--- src/rtl/ander_serial.sv ---
// Bit-serial AND with valid/ready handshakes: one operand bit per clock, LSB first.
// Optional ZERO_FLAG_EN adds the registered out_zero flag.
module ander_serial #(
    parameter int SIZE = 8
) (
    input  logic            clk,
    input  logic            rst,
    input  logic            in_valid,
    output logic            in_ready,
    input  logic [SIZE-1:0] in1,
    input  logic [SIZE-1:0] in2,
    output logic            out_valid,
    input  logic            out_ready,
    output logic [SIZE-1:0] out,
    output logic            busy
`ifdef ZERO_FLAG_EN
    ,
    output logic            out_zero
`endif
);

    // Handshakes: a transfer happens on a rising edge where valid && ready are both high.
    // in_ready depends only on state and rst; out_valid holds until out_ready takes it.
    localparam int CW = $clog2(SIZE + 1);
    localparam logic [CW-1:0] LAST = CW'(SIZE - 1);

    typedef enum logic [1:0] {IDLE, BUSY, DONE} state_t;

    state_t          state, state_nxt;
    logic [SIZE-1:0] a, b, res, res_nxt;
    logic [CW-1:0]   cnt;
    logic            accept;
    logic            last_bit;

    assign accept   = in_valid && in_ready;
    assign last_bit = (cnt == LAST);

    always_ff @(posedge clk) begin
        if (rst) state <= IDLE;
        else     state <= state_nxt;
    end

    always_comb begin
        state_nxt = state;
        in_ready  = 1'b0;
        busy      = 1'b0;
        out_valid = 1'b0;
        case (state)
            IDLE: begin
                in_ready = !rst;
                if (in_valid && !rst) state_nxt = BUSY;
            end
            BUSY: begin
                busy = 1'b1;
                if (last_bit) state_nxt = DONE;
            end
            DONE: begin
                out_valid = 1'b1;
                if (out_ready) state_nxt = IDLE;
            end
            default: state_nxt = IDLE;
        endcase
    end

    // The single 1-bit AND lands in the result bit selected by the counter.
    always_comb begin
        res_nxt = res;
        for (int i = 0; i < SIZE; i++) begin
            if (cnt == CW'(i)) res_nxt[i] = a[0] & b[0];
        end
    end

    always_ff @(posedge clk) begin
        if (rst) begin
            a        <= '0;
            b        <= '0;
            res      <= '0;
            cnt      <= '0;
            out      <= '0;
`ifdef ZERO_FLAG_EN
            out_zero <= 1'b0;
`endif
        end else begin
            case (state)
                IDLE: begin
                    if (accept) begin
                        a   <= in1;
                        b   <= in2;
                        cnt <= '0;
                        res <= '0;
                    end
                end
                BUSY: begin
                    a   <= a >> 1;
                    b   <= b >> 1;
                    cnt <= cnt + CW'(1);
                    res <= res_nxt;
                    // out only ever changes here, on the way into DONE
                    if (last_bit) begin
                        out      <= res_nxt;
`ifdef ZERO_FLAG_EN
                        out_zero <= ~|res_nxt;
`endif
                    end
                end
                default: ;
            endcase
        end
    end

endmodule

--- config.mk ---
export PLATFORM = sky130hd
export DESIGN_NAME = ander_serial
export DESIGN_NICKNAME = d
export VERILOG_FILES = /design/src/rtl/ander_serial.sv
export SDC_FILE = /design/constraint.sdc
export NUM_CORES = 1
export LEC_CHECK = 0
export CORE_MARGIN = 2
export CORE_UTILIZATION = 45
export DETAILED_ROUTE_END_ITERATION = 7
export PLACE_DENSITY = 0.7
export SYNTH_ARGS = -nofsm -noshare
export SYNTH_HDL_FRONTEND = slang
export SYNTH_SLANG_ARGS = --single-unit
export TNS_END_PERCENT = 50
--- constraint.sdc ---
create_clock -name clk -period 2.9 [get_ports clk]
set_input_delay 0.58 -clock clk [delete_from_list [all_inputs] [get_ports clk]]
set_output_delay 0.58 -clock clk [all_outputs]
set_load 0.05 [all_outputs]
==> impl_metrics.yaml, run 1 <==
cts:
  post_cts_resized: 0
  clk_latency_ns: 0.28
  clkTransAtPathRegs_ns: 0.08
  root_buffer: "clkbuf_8"
  ctsHoldBuffers: 0
  clockBufferDepth: 2
  htree_levels: 2
  cts_tree: "done"
  postCtsSetupBuffers: 0
  cts_sinks: 37
  cts_buffers: 5
critical_path:
  crit_required_ns: 2.32
  endpoint_kind: "output pin"
  startpoint_type: "flop"
  cp_data_arrival_time_ns: 1.82
  cp_max_fo: 11
  critical_path_class: "flop to output pin"
hold_path:
  hold_path_class: "flop to flop"
timing:
  finClkSkew_ns: 0.00864
  finalSetupViolations: 0
  fin_crit_ns: 2.40
  rsz0062_at_grt: "false"
  clock.fmax_mhz: 417
  tightest_slew_ns: 0.851
  post-route-period-util_pct: 82.7
  drv_slew: 0
  max_slew_margin_pct: 43.0
  hold_viol: 0
  finalSetupTns_ns: 0
  finalWorstSetupSlack_ns: 0.503
finish:
  final_common_cell: "nand2_1"
  drive_above_1_share_pct: 7.47
  fill_cells: 371
  n_antenna_cell: 0
  final_cell_mix: "nand2_1 (38), dfxtp_1 (37), clkdlybuf4s50_1 (29)"
  layout.nets: 264
  syn_to_final_growth_pct: 21.7
power_and_ir_drop:
  power_leakage_nw: 0.794
  max-vdd-ir-drop_v: 0.000397
  powerDensity_mw_per_mm2: 534
floorplanning:
  start_util_pct: 47.8
  die-area_mm2: 0.00447
  rows: 22
  core_area_mm2: 0.00372
  die_x_um: 66.8
  pin_count: 31
  die_y_um: 66.8
global_routing:
  globalRouteOverflowTotal: 0
  grt_pass1_vias: 1272
  grt_max_degree: 30
  grtUsageTotal_pct: 16.8
  antenna_found_initial: 0
  grt_pass1_wl_um: 5690
run:
  cap_violations: 0
synth:
  syn_inst: 220
  yosysWarnings: 0
  synthArstFlopShare_pct: 0
  synth_area_mm2: 0.00178
  syn_area_per_cell_um2: 8.08
  synth-edff-count: 0
  ys_seq_elements: 37
  yosysUniqueCellTypes: 35
  synth.yosys.seq_area_share_pct: 41.7
  synthFlopType: "dfxtp_1"
  synth.net_count: 244
place:
  hpwlAfterDp_um: 2360
  port_buffers: 30
  pre_cts_slack_ns: 0.655
  gp_congestion: 0.772
drt:
  drt-initial-drc-count: 103
  via_per_inst: 5.28
  antenna_left: 0
  wirelength_um: 3480
  num_vias: 1526
  drt_first_pass_iters: 4
  remaining_drc_errors: 0
  wl_per_cell_um: 12.0
outcome:
  outcome: "finished clean"
==> path summary, 6_finish.rpt <==
check | from | to | slack, ns | cells past startpoint
max reg2reg | state[1] | out[1] | 0.99 | 6
min | b[4] | b[3] | 0.47 | 2
min reg2reg | b[4] | b[3] | 0.47 | 2
max | state[1] | out_valid | 0.50 | 2
==> report_power, final <==
group / leakage [nW] / switching (mW) / internal (mW)
sequential: 0.302 / 0.0156 / 0.531
combinational: 0.434 / 0.0780 / 0.0663
clock: 0.0574 / 0.184 / 0.280
total: 0.794 / 0.278 / 0.877
==> flip-flops by register name, indices dropped and copies added, names as in the netlist <==
| name | count |
|---|---|
| a | 8 |
| b | 8 |
| cnt | 4 |
| out | 8 |
| res | 7 |
| state | 2 |
==> layout make-up <==
| class | count | area [um^2] | share of cell area, % |
|---|---|---|---|
| tap | 48 | 60.1 | 2.78 |
| multi-input combinational | 158 | 886 | 41.0 |
| clock inverter | 2 | 37.5 | 1.74 |
| inverter | 4 | 15.0 | 0.694 |
| clock buffer | 6 | 82.6 | 3.82 |
| timing repair buffer | 34 | 340 | 15.7 |
| sequential | 37 | 741 | 34.3 |
==> layer usage <==
metal / GRT usage, % / vias to the layer above / part of all wire, %
met1: 22.6 / 689 / 50
li1: - / 805 / -
met4: 6.12 / 0 / 0.72
met5: 0 / - / 0
met3: 4.05 / 2 / 3.7
met2: 26.0 / 30 / 46
==> synth_stat cells (2+ instances only) <==
| master | number | area share [%] |
|---|---|---|
| dfxtp_1 | 37 | 42 |
| clkbuf_1 | 3 | 0.63 |
| and3_1 | 3 | 1.1 |
| a311oi_1 | 17 | 8.4 |
| buf_6 | 4 | 2.5 |
| a211oi_1 | 4 | 1.7 |
| nor2_1 | 28 | 5.9 |
| ha_1 | 4 | 2.8 |
| nor2b_1 | 6 | 2.1 |
| nand3_1 | 7 | 2.0 |
| inv_1 | 3 | 0.63 |
| nand2_1 | 38 | 8.0 |
| a2bb2oi_1 | 2 | 0.99 |
| a21oi_1 | 20 | 5.6 |
| o21ai_0 | 10 | 2.8 |
| and2_1 | 2 | 0.70 |
| buf_1 | 3 | 0.63 |
| mux2i_1 | 4 | 2.3 |
| buf_2 | 9 | 2.5 |
==> cell families (layout without fill, tap and decap cells) <==
group	after synthesis	after routing	share of synthesized area [%]
and+or+nand+nor	92	92	22.8
AOI/OAI and AO/OA	58	58	22.0
DFF	37	37	41.7
muxes	4	4	2.25
buffers and inverters	25	46	8.45
adders and majority gates	4	4	2.82
==> critical path: stages (launching register included) <==
cell             delay [ns]
dfxtp_1                0.50
nor2b_1                0.22
clkdlybuf4s50_1        0.82
==> through the flow <==
stage          cell area (um^2)  power, mW  hold WS [ns]  std cells  util, %
6_report                   2160       1.15         0.468        289     58.2
5_1_grt                    2160       1.21         0.491        289     58.2
4_1_cts                    2160       1.16         0.471        289     58.2
3_5_place_dp               2040      0.703         0.467        281     54.9
3_3_place_gp               2040      0.701         0.459        281     54.9
2_1_floorplan              1780      0.656         0.451        220        -
(Power assumes the default switching activity.)
==> run 2, diff against run 1 <==
- PLACE_DENSITY: 0.7 -> 0.72
- clock period: 2.9 -> 2 ns (I/O delays scaled with it)
==> run 2 against run 1 <==
Net effect:
- first-iteration DRC count increased by 27%
- via count decreased by 0.85%
- register-to-register slack got worse by 0.60 ns
- cell area increased by 2.5%
- cell count increased by 1.4%
- die area unchanged
- wire length decreased by 0.34%
- global-route usage increased by 0.73 points
- clock skew decreased by 0.0068 ns
- setup slack got worse by 0.33 ns
- sequential power increased by 45%
- combinational power increased by 59%
==> impl_metrics.yaml, run 2 (synthesized netlist as in run 1, its figures left out) <==
critical_path:
  startpoint: "out[6]"
  crit_buf_inv: 1
  path_cells: "clkdlybuf4s50_1"
  slowest_stage: "clkdlybuf4s50_1"
  cp_data_arrival_time_ns: 1.43
  startpoint_type: "flop"
  worstReg2RegStart: "cnt[1]"
  endpoint_kind: "output pin"
  crit_required_ns: 1.60
  crit_family: "buffers and inverters"
  worst_path_largest_cell_delay_ns: 0.80
  cp_max_fo: 2
  critical_path_class: "flop to output pin"
cts:
  root_buffer: "clkbuf_8"
  postCtsSetupBuffers: 0
  htree_levels: 2
  cts_tree: "done"
  clkTransAtPathRegs_ns: 0.06
  clk_latency_ns: 0.28
  clockBufferDepth: 2
  cts_sinks: 37
  ctsHoldBuffers: 0
  post_cts_resized: 0
  cts_buffers: 5
outcome:
  outcome: "finished clean"
floorplanning:
  pin_count: 31
  die_y_um: 66.8
  core_area_mm2: 0.00372
  die_x_um: 66.8
  start_util_pct: 47.8
  rows: 22
  die-area_mm2: 0.00447
drt:
  wl_per_cell_um: 11.8
  via_per_inst: 5.16
  num_vias: 1513
  drt_first_pass_iters: 4
  drt-initial-drc-count: 131
  remaining_drc_errors: 0
  wirelength_um: 3470
  antenna_left: 0
global_routing:
  grt_pass1_wl_um: 5990
  antenna_found_initial: 0
  globalRouteOverflowTotal: 0
  grtUsageTotal_pct: 17.5
  grt_max_degree: 30
  grt_pass1_vias: 1357
timing:
  finClkSkew_ns: 0.00189
  max_slew_margin_pct: 59.2
  drv_slew: 0
  hold_viol: 0
  finalSetupViolations: 0
  fin_crit_ns: 1.83
  finalSetupTns_ns: 0
  tightest_slew_ns: 0.610
  clock.fmax_mhz: 547
  rsz0062_at_grt: "false"
  post-route-period-util_pct: 91.5
finish:
  stdcell_area_mm2: 0.00222
  syn_to_final_growth_pct: 24.7
  final_util_pct: 59.6
  final_cell_mix: "nand2_1 (38), dfxtp_1 (37), nor2_1 (28)"
  drive_above_1_share_pct: 9.80
  layout.nets: 269
  final_common_cell: "nand2_1"
  n_antenna_cell: 0
  reg_top3: "a (8), b (8), out (8)"
place:
  place_area_mm2: 0.00213
  gp_congestion: 0.775
  port_buffers: 30
  hpwlAfterDp_um: 2380
hold_path:
  hold_path_class: "flop to flop"
  min-delay-start: "out[7]"
run:
  cap_violations: 0
power_and_ir_drop:
  max-vdd-ir-drop_v: 0.000353
  powerDensity_mw_per_mm2: 688
  power_leakage_nw: 0.825
  total_power_mw: 1.53
-- run 2: cell types whose count changed in the layout (fill, tap and decap cells not counted) --
cell and change:
clkbuf_1 +1, clkinvlp_4 -1, buf_4 +3, buf_12 +4, clkdlybuf4s50_1 -2, bufinv_16 -1
nor3_2 +1, nor3_1 -1
-- run 2: power breakdown --
part / total, mW / switching [mW] / internal (mW)
logic: 0.229 / 0.120 / 0.109
registers: 0.791 / 0.0208 / 0.770
clock network: 0.505 / 0.232 / 0.273
-- run 2: final timing paths --
check,slack [ns],endpoint,cells after the start
worst max-delay path,0.17,out[6],1
worst min register to register,0.47,out[7],2
worst max register to register,0.39,out[1],5
worst min-delay path,0.47,out[7],2
-- run 2: area by class of cell --
cell class	instances	area (um^2)
inverters	4	15.0
fillers	352	1500
well taps	48	60.1
clock buffers	7	86.3
repair buffers	39	423
flip-flops and latches	37	741
multi-input cells	158	891
-- run 2: metal layers --
metal  wire [um]  track usage (%)
met2        1550             26.9
met5           0                0
met4          37             6.12
met3         117             4.56
met1        1760             23.7
-- run 2: stage by stage --
step | std cells | hold WS [ns] | setup WS, ns
final | 293 | 0.471 | 0.171
after floorplan | 220 | 0.451 | 0.373
after CTS | 293 | 0.473 | 0.156
after global placement | 286 | 0.459 | 0.0974
after detailed placement | 286 | 0.462 | 0.0293
after global routing | 293 | 0.502 | 0.119
-- run 2: worst min-delay path: cells and delay by family, from the launching register on --
| family | cells | cell delay, ns |
|---|---|---|
| simple gates | 1 | 0.06 |
| flops | 1 | 0.31 |
| compound gates | 1 | 0.05 |
